<file path="config.mk">
export PLATFORM = sky130hd
export DESIGN_NAME = output_fifo_packer_flat
export DESIGN_NICKNAME = d
export VERILOG_FILES = /design/src/rtl/output_io_pkg.sv /design/src/rtl/output_fifo_packer_if.sv /design/src/rtl/output_word_packer.sv /design/src/rtl/output_fifo_packer.sv /design/src/flat_wrapper.sv
export SDC_FILE = /design/constraint.sdc
export NUM_CORES = 1
export LEC_CHECK = 0
export ABC_AREA = 1
export BUFFER_PORTS_ARGS = -buffer_cell sky130_fd_sc_hd__buf_2
export CORE_AREA = 3 3 105 132
export DETAILED_ROUTE_END_ITERATION = 8
export DIE_AREA = 0 0 108 135
export GPL_ROUTABILITY_DRIVEN = 0
export PLACE_DENSITY = 0.63
export SYNTH_ARGS = -nofsm -noshare
export SYNTH_HDL_FRONTEND = slang
export SYNTH_SLANG_ARGS = --single-unit
</file>
<file path="constraint.sdc">
create_clock -name clk_clk -period 3.12 [get_ports clk_clk]
set_input_delay 0.624 -clock clk_clk [delete_from_list [all_inputs] [get_ports clk_clk]]
set_output_delay 0.624 -clock clk_clk [all_outputs]
set_load 0.01 [all_outputs]
</file>
<file path="src/rtl/output_io_pkg.sv">
// Shared types and constants for the output_io FIFO feeder path.
package output_io_pkg;
  localparam int BYTE_W     = 8;
  localparam int WORD_W     = 32;
  localparam int NUM_LANES  = WORD_W / BYTE_W;
  localparam int LANE_CNT_W = $clog2(NUM_LANES) + 1;

  // CSR register map of the downstream FIFO write slave
  localparam logic [2:0] FILL_LEVEL_ADDR = 3'd0;

  typedef enum logic [1:0] {
    ST_FILL      = 2'd0,
    ST_WRITE     = 2'd1,
    ST_POLL_REQ  = 2'd2,
    ST_POLL_WAIT = 2'd3
  } state_e;
endpackage

</file>
<file path="src/rtl/output_fifo_packer_if.sv">
// Byte stream in, Avalon-MM write + CSR port out, plus status.
// master: the packer side; slave: the core/FIFO environment side.
interface output_fifo_packer_if;
  import output_io_pkg::*;
  logic [BYTE_W-1:0] in_data;
  logic              in_valid;
  logic              in_ready;
  logic              in_flush;
  logic [WORD_W-1:0] fifo_writedata;
  logic              fifo_write;
  logic              fifo_waitrequest;
  logic [2:0]        fifo_csr_address;
  logic              fifo_csr_read;
  logic [WORD_W-1:0] fifo_csr_readdata;
  logic              busy;
  logic [31:0]       words_written;

  modport master (
    input  in_data, in_valid, in_flush, fifo_waitrequest, fifo_csr_readdata,
    output in_ready, fifo_writedata, fifo_write, fifo_csr_address, fifo_csr_read,
           busy, words_written
  );
  modport slave (
    output in_data, in_valid, in_flush, fifo_waitrequest, fifo_csr_readdata,
    input  in_ready, fifo_writedata, fifo_write, fifo_csr_address, fifo_csr_read,
           busy, words_written
  );
endinterface

</file>
<file path="src/rtl/output_word_packer.sv">
// Byte-lane collector: places byte k in lane k, counts bytes, and presents the
// (possibly padded) word in the same cycle the 4th byte or a flush arrives.
module output_word_packer
  import output_io_pkg::*;
#(
  parameter logic [BYTE_W-1:0] PAD_BYTE = 8'h00
) (
  input  logic                                gclk,
  input  logic                                grst_n,
  input  logic                                accept,   // byte taken this cycle
  input  logic [BYTE_W-1:0]                   data,
  input  logic                                flush,    // already qualified to FILL
  input  logic                                clear,    // word written out
  output logic [LANE_CNT_W-1:0]               count,
  output logic                                word_rdy,
  output logic [NUM_LANES-1:0][BYTE_W-1:0]    word
);
  logic [NUM_LANES-1:0][BYTE_W-1:0] lanes, lanes_nxt;
  logic [LANE_CNT_W-1:0]            cnt_nxt;

  // count includes a byte arriving alongside a flush, so it lands before padding
  assign cnt_nxt  = count + LANE_CNT_W'(accept);
  assign word_rdy = (cnt_nxt == LANE_CNT_W'(NUM_LANES)) || (flush && cnt_nxt != '0);

  for (genvar k = 0; k < NUM_LANES; k++) begin : g_lane
    assign lanes_nxt[k] = (accept && count == LANE_CNT_W'(k)) ? data : lanes[k];
    assign word[k]      = (LANE_CNT_W'(k) < cnt_nxt) ? lanes_nxt[k] : PAD_BYTE;
  end

  // lane storage; stale lanes are masked by the count, so no clear needed
  always_ff @(posedge gclk or negedge grst_n)
    if (!grst_n) lanes <= '0;
    else         lanes <= lanes_nxt;

  // byte count holds through the write so busy stays high until it completes
  always_ff @(posedge gclk or negedge grst_n)
    if (!grst_n)     count <= '0;
    else if (clear)  count <= '0;
    else if (accept) count <= cnt_nxt;
endmodule

</file>
<file path="src/rtl/output_fifo_packer.sv">
// Packs an 8-bit stream into 32-bit LE words and writes them to the output_io
// FIFO over Avalon-MM. Build option OUTPUT_FIFO_LEVEL_POLL_EN adds a write
// credit refreshed from the FIFO fill-level CSR so writes never stall the bus.
module output_fifo_packer
  import output_io_pkg::*;
#(
  parameter int               FIFO_DEPTH = 256,
  parameter logic [BYTE_W-1:0] PAD_BYTE  = 8'h00
) (
  input  logic                 clk_clk,
  input  logic                 reset_reset_n,
  output_fifo_packer_if.master bus
);
  localparam logic [31:0] DEPTH_W = FIFO_DEPTH;

  state_e                           state;
  logic                             in_ready_q, wr_q, csr_rd_q;
  logic [WORD_W-1:0]                wdata_q;
  logic [31:0]                      words_q;
  logic                             accept, done, word_rdy, need_poll;
  logic [LANE_CNT_W-1:0]            count;
  logic [NUM_LANES-1:0][BYTE_W-1:0] word;

  assign accept = bus.in_valid && in_ready_q;
  assign done   = (state == ST_WRITE) && !bus.fifo_waitrequest;

  output_word_packer #(.PAD_BYTE(PAD_BYTE)) u_pack (
    .gclk     (clk_clk),
    .grst_n   (reset_reset_n),
    .accept   (accept),
    .data     (bus.in_data),
    .flush    (bus.in_flush && state == ST_FILL),
    .clear    (done),
    .count    (count),
    .word_rdy (word_rdy),
    .word     (word)
  );

`ifdef OUTPUT_FIFO_LEVEL_POLL_EN
  logic [31:0] credit, credit_rd, fill_lvl;
  logic        unused_rd;
  assign fill_lvl  = {16'd0, bus.fifo_csr_readdata[15:0]};
  assign credit_rd = (DEPTH_W > fill_lvl) ? DEPTH_W - fill_lvl : '0;
  assign need_poll = (credit == '0);
  assign unused_rd = ^bus.fifo_csr_readdata[31:16];

  // credit: reloaded from each fill-level read, one spent per completed write
  always_ff @(posedge clk_clk or negedge reset_reset_n)
    if (!reset_reset_n)                  credit <= '0;
    else if (state == ST_POLL_WAIT)      credit <= credit_rd;
    else if (done && credit != '0)       credit <= credit - 32'd1;
`else
  logic unused_csr;
  assign need_poll  = 1'b0;
  assign unused_csr = ^{bus.fifo_csr_readdata, DEPTH_W};
`endif

  // control FSM with registered handshake and bus outputs
  always_ff @(posedge clk_clk or negedge reset_reset_n)
    if (!reset_reset_n) begin
      state      <= ST_FILL;
      in_ready_q <= 1'b1;
      wr_q       <= 1'b0;
      csr_rd_q   <= 1'b0;
      wdata_q    <= '0;
      words_q    <= '0;
    end else begin
      case (state)
        ST_FILL: if (word_rdy) begin
          wdata_q    <= word;
          in_ready_q <= 1'b0;
          if (need_poll) begin state <= ST_POLL_REQ; csr_rd_q <= 1'b1; end
          else           begin state <= ST_WRITE;    wr_q     <= 1'b1; end
        end
        ST_WRITE: if (!bus.fifo_waitrequest) begin
          state      <= ST_FILL;
          wr_q       <= 1'b0;
          in_ready_q <= 1'b1;
          words_q    <= words_q + 32'd1;
        end
`ifdef OUTPUT_FIFO_LEVEL_POLL_EN
        ST_POLL_REQ: begin
          state    <= ST_POLL_WAIT;
          csr_rd_q <= 1'b0;
        end
        ST_POLL_WAIT:
          if (credit_rd == '0) begin state <= ST_POLL_REQ; csr_rd_q <= 1'b1; end
          else                 begin state <= ST_WRITE;    wr_q     <= 1'b1; end
`endif
        default: state <= ST_FILL;
      endcase
    end

  assign bus.in_ready         = in_ready_q;
  assign bus.fifo_write       = wr_q;
  assign bus.fifo_writedata   = wdata_q;
  assign bus.fifo_csr_read    = csr_rd_q;
  assign bus.fifo_csr_address = FILL_LEVEL_ADDR;
  assign bus.words_written    = words_q;
  assign bus.busy             = (count != '0) || (state != ST_FILL);
endmodule

</file>
<file path="src/flat_wrapper.sv">
// flat-port wrapper written by rule: the top's interface ports become plain ports
module output_fifo_packer_flat import output_io_pkg::*;
#(
  parameter int               FIFO_DEPTH = 256,
  parameter logic [BYTE_W-1:0] PAD_BYTE  = 8'h00
)
  (clk_clk, reset_reset_n, bus_in_data, bus_in_valid, bus_in_flush, bus_fifo_waitrequest, bus_fifo_csr_readdata, bus_in_ready, bus_fifo_writedata, bus_fifo_write, bus_fifo_csr_address, bus_fifo_csr_read, bus_busy, bus_words_written);
  output_fifo_packer_if bus_i ();
  input  logic clk_clk;
  input  logic reset_reset_n;
  input wire logic [$bits(bus_i.in_data)-1:0] bus_in_data;
  input wire logic [$bits(bus_i.in_valid)-1:0] bus_in_valid;
  input wire logic [$bits(bus_i.in_flush)-1:0] bus_in_flush;
  input wire logic [$bits(bus_i.fifo_waitrequest)-1:0] bus_fifo_waitrequest;
  input wire logic [$bits(bus_i.fifo_csr_readdata)-1:0] bus_fifo_csr_readdata;
  output wire logic [$bits(bus_i.in_ready)-1:0] bus_in_ready;
  output wire logic [$bits(bus_i.fifo_writedata)-1:0] bus_fifo_writedata;
  output wire logic [$bits(bus_i.fifo_write)-1:0] bus_fifo_write;
  output wire logic [$bits(bus_i.fifo_csr_address)-1:0] bus_fifo_csr_address;
  output wire logic [$bits(bus_i.fifo_csr_read)-1:0] bus_fifo_csr_read;
  output wire logic [$bits(bus_i.busy)-1:0] bus_busy;
  output wire logic [$bits(bus_i.words_written)-1:0] bus_words_written;
  assign bus_i.in_data = bus_in_data;
  assign bus_i.in_valid = bus_in_valid;
  assign bus_i.in_flush = bus_in_flush;
  assign bus_i.fifo_waitrequest = bus_fifo_waitrequest;
  assign bus_i.fifo_csr_readdata = bus_fifo_csr_readdata;
  assign bus_in_ready = bus_i.in_ready;
  assign bus_fifo_writedata = bus_i.fifo_writedata;
  assign bus_fifo_write = bus_i.fifo_write;
  assign bus_fifo_csr_address = bus_i.fifo_csr_address;
  assign bus_fifo_csr_read = bus_i.fifo_csr_read;
  assign bus_busy = bus_i.busy;
  assign bus_words_written = bus_i.words_written;
  output_fifo_packer #(.FIFO_DEPTH(FIFO_DEPTH), .PAD_BYTE(PAD_BYTE)) u_core (.clk_clk(clk_clk), .reset_reset_n(reset_reset_n), .bus(bus_i));
endmodule
</file>
==> flow_metrics.tcl <==
set metrics [dict create \
    outcome "finished clean" \
    drive_above_1_share_pct 20.37 \
    slew-limit-headroom_pct 46.85 \
    path_cells "nand2_1 -> inv_1 -> ha_1 -> ha_1 -> nor2_2 -> o21ai_1 -> nor2_1 -> nand2_1 -> nand2_1" \
    worst-path-buf-inv 1 \
    drt_pre_antenna_iters 5 \
    yosysSeqAreaShare_pct 57.22 \
    critPathRequiredTime_ns 3.40 \
    multi_input_comb_area_um2 1629 \
    syn_inst 499 \
    cap_violations 0 \
    portBuffers 79 \
    drtIter0Drc 153 \
    cts_tree "yes" \
    fin_cells 757 \
    grt_pass1_wl_um 16640 \
    cts_setup_buffers 0 \
    io_pins 116 \
    avgViaCountPerCell 4.531 \
    grt.total_usage_pct 14.50 \
    rows 46 \
    rsz0062_at_grt "no" \
    core_um2 12720 \
    vias 3430 \
    cts_resized 0 \
    finalSetupViolations 0 \
    area_growth_pct 18.88 \
    fillers 1286 \
    antenna_found_initial 1 \
    tns_ns 0 \
    fin_nets 633 \
    ys_ff_latch 101 \
    seq_area_um2 2529 \
    cts_root_buf "clkbuf_16" \
    clkSlewWorstSetupHoldPaths_ns 0.07 \
    path_delay_family "simple AND/OR/NAND/NOR gates" \
    crit_slowest_cell "dfstp_2" \
    worstHoldPathType "input port to async pin" \
    htree_levels 3 \
    clock_latency_ns 0.34 \
    critPathMaxFanout 8 \
    crit_path_max_incr_delay_ns 0.54 \
    setup.worst_path.start_class "flip-flop" \
    drtAntennaViolNets 0 \
    wirelength_um 10020 \
    synth_area_um2 4419 \
    finalClockSkew_ns 0.01013 \
    drcViolationCount 0 \
    cp_common_cell "nand2_1" \
    dieArea_um2 14580 \
    cts_buffer_depth 2 \
    drv_slew 0 \
    power.density_nw_per_um2 834.9 \
    max-vdd-ir-drop_mv 0.3403 \
    cts_hold_buf 0 \
    cp.arrival_ns 2.58 \
    hold_viol 0 \
    end_kind "flip-flop" \
    grt-ovfl-total 0 \
    num_antenna_cells 0 \
    fmax_mhz 433.3 \
    grt_max_degree 61 \
    clock-sinks 101 \
    start_util_pct 34.74 \
    critPathKind "flip-flop to flip-flop" \
    die_h_um 135 \
    hpwl_um 7352 \
    worst_slew_pin_slew_ns 0.7973 \
    ys_warn_count 0 \
    dieWidth_um 108 \
    period_needed_ns 2.308 \
    cts_buffers 9 \
    ys_types 28 \
    leakage_nw 2.844 \
    grt_pass1_vias 3349 \
    dp.cells 742 \
    avgSynthCellArea_um2 8.856 \
    routedWlPerCell_um 13.24 \
    period_share_pct 73.97 \
]
==> worst reg2reg max path, stage by stage (launching register included) <==
cell	delay (ns)
dfstp_2	0.54
nand2_1	0.11
inv_1	0.14
ha_1	0.18
ha_1	0.26
nor2_2	0.19
o21ai_1	0.17
nor2_1	0.46
nand2_1	0.12
nand2_1	0.08
==> cell usage in the layout, fill, tap and decap left out, drive strengths merged <==
| cell | Yosys | final |
|---|---|---|
| nand4 | 8 | 8 |
| nand2 | 201 | 201 |
| ha | 3 | 3 |
| nor3 | 4 | 4 |
| dfrtp | 100 | 100 |
| a211oi | 1 | 1 |
| o21ai | 36 | 36 |
| and2 | 1 | 1 |
| dfstp | 1 | 1 |
| nand3 | 14 | 14 |
| a21oi | 5 | 5 |
| or2 | 1 | 1 |
| clkbuf | 0 | 9 |
| nor2 | 42 | 42 |
| buf | 11 | 83 |
| xor2 | 11 | 11 |
| clkinvlp | 0 | 1 |
| xnor2 | 13 | 13 |
| clkinv | 0 | 2 |
| conb | 1 | 4 |
| inv | 43 | 46 |
| nand3b | 3 | 3 |
==> final cells by class <==
class                      instances  share of cell area, %
sequential                       101                  48.13
multi-input combinational        347                  31.01
timing repair buffer              83                  8.383
clock buffer                       9                  4.287
tap                              168                  4.001
inverter                          43                  3.120
clock inverter                     6                  1.072
==> flip-flops by register name, summed over array words and instances (netlist names) <==
signal and count:
u_core.u_pack.lanes 32, u_core.u_pack.count 3, u_core.bus.in_ready 1, u_core.bus.fifo_writedata 32, u_core.state 1, u_core.bus.words_written 32
==> synthesized netlist by cell type, drive strengths merged <==
cell,instances,area share (%)
inv,43,3.7
nor2,42,3.9
or2,1,0.14
nor3,4,0.57
dfstp,1,0.59
o21ai,36,4.1
nand2,201,18
a211oi,1,0.17
xor2,11,2.2
nand3,14,1.7
nand4,8,1.1
xnor2,13,2.7
nand3b,3,0.51
conb,1,0.085
buf,11,2.5
dfrtp,100,57
a21oi,5,0.82
ha,3,0.85
and2,1,0.14
==> stage by stage <==
stage               setup slack, ns  utilization [%]  hold WS (ns)  area, um^2  power, mW
finish                       0.8122            41.30        0.3606        5254      4.387
global route                 0.5842            41.30        0.4121        5254      4.731
CTS                          0.8029            41.30        0.3922        5254      4.464
detailed placement           0.4907            39.09        0.4548        4972      3.384
global placement             0.5910            39.09        0.4499        4972      3.320
floorplan                    0.8014                -        0.3284        4431      2.898
==> power by group <==
part | total [mW] | internal, mW | switching (mW)
combinational | 1.37 | 0.486 | 0.884
clock | 1.06 | 0.554 | 0.505
sequential | 1.96 | 1.74 | 0.215
total | 4.39 | 2.78 | 1.60
==> worst paths after layout <==
check                      slack [ns]                             to  cells past startpoint                         start
setup / recovery                 0.81  u_core.bus.fifo_writedata[31]                      9           u_core.bus.in_ready
hold / removal                   0.36   u_core.bus.fifo_writedata[9]                      1                 reset_reset_n
setup reg to reg                 0.81  u_core.bus.fifo_writedata[31]                      9           u_core.bus.in_ready
hold reg to reg                  0.47   u_core.bus.fifo_writedata[6]                      2  u_core.bus.fifo_writedata[6]
max in group asynchronous        2.07        u_core.u_pack.lanes[22]                      2                 reset_reset_n
min in group clk_clk             0.47   u_core.bus.fifo_writedata[6]                      2  u_core.bus.fifo_writedata[6]
==> per-layer routing <==
metal	GRT usage (%)	up-vias	wire, um
met5	0	-	13
li1	-	1710	-
met2	23.96	99	4881
met1	18.33	1606	4323
met3	3.396	13	632
met4	5.754	2	173
==> logic make-up after synthesis <==
family	share of synthesized area (%)
other cells	0.08486
simple gates	25.68
xor+xnor	4.926
compound gates	5.068
buf+inv	6.172
fa+ha+maj	0.8495
flops	57.22
Power figures use the tool's default switching activity.
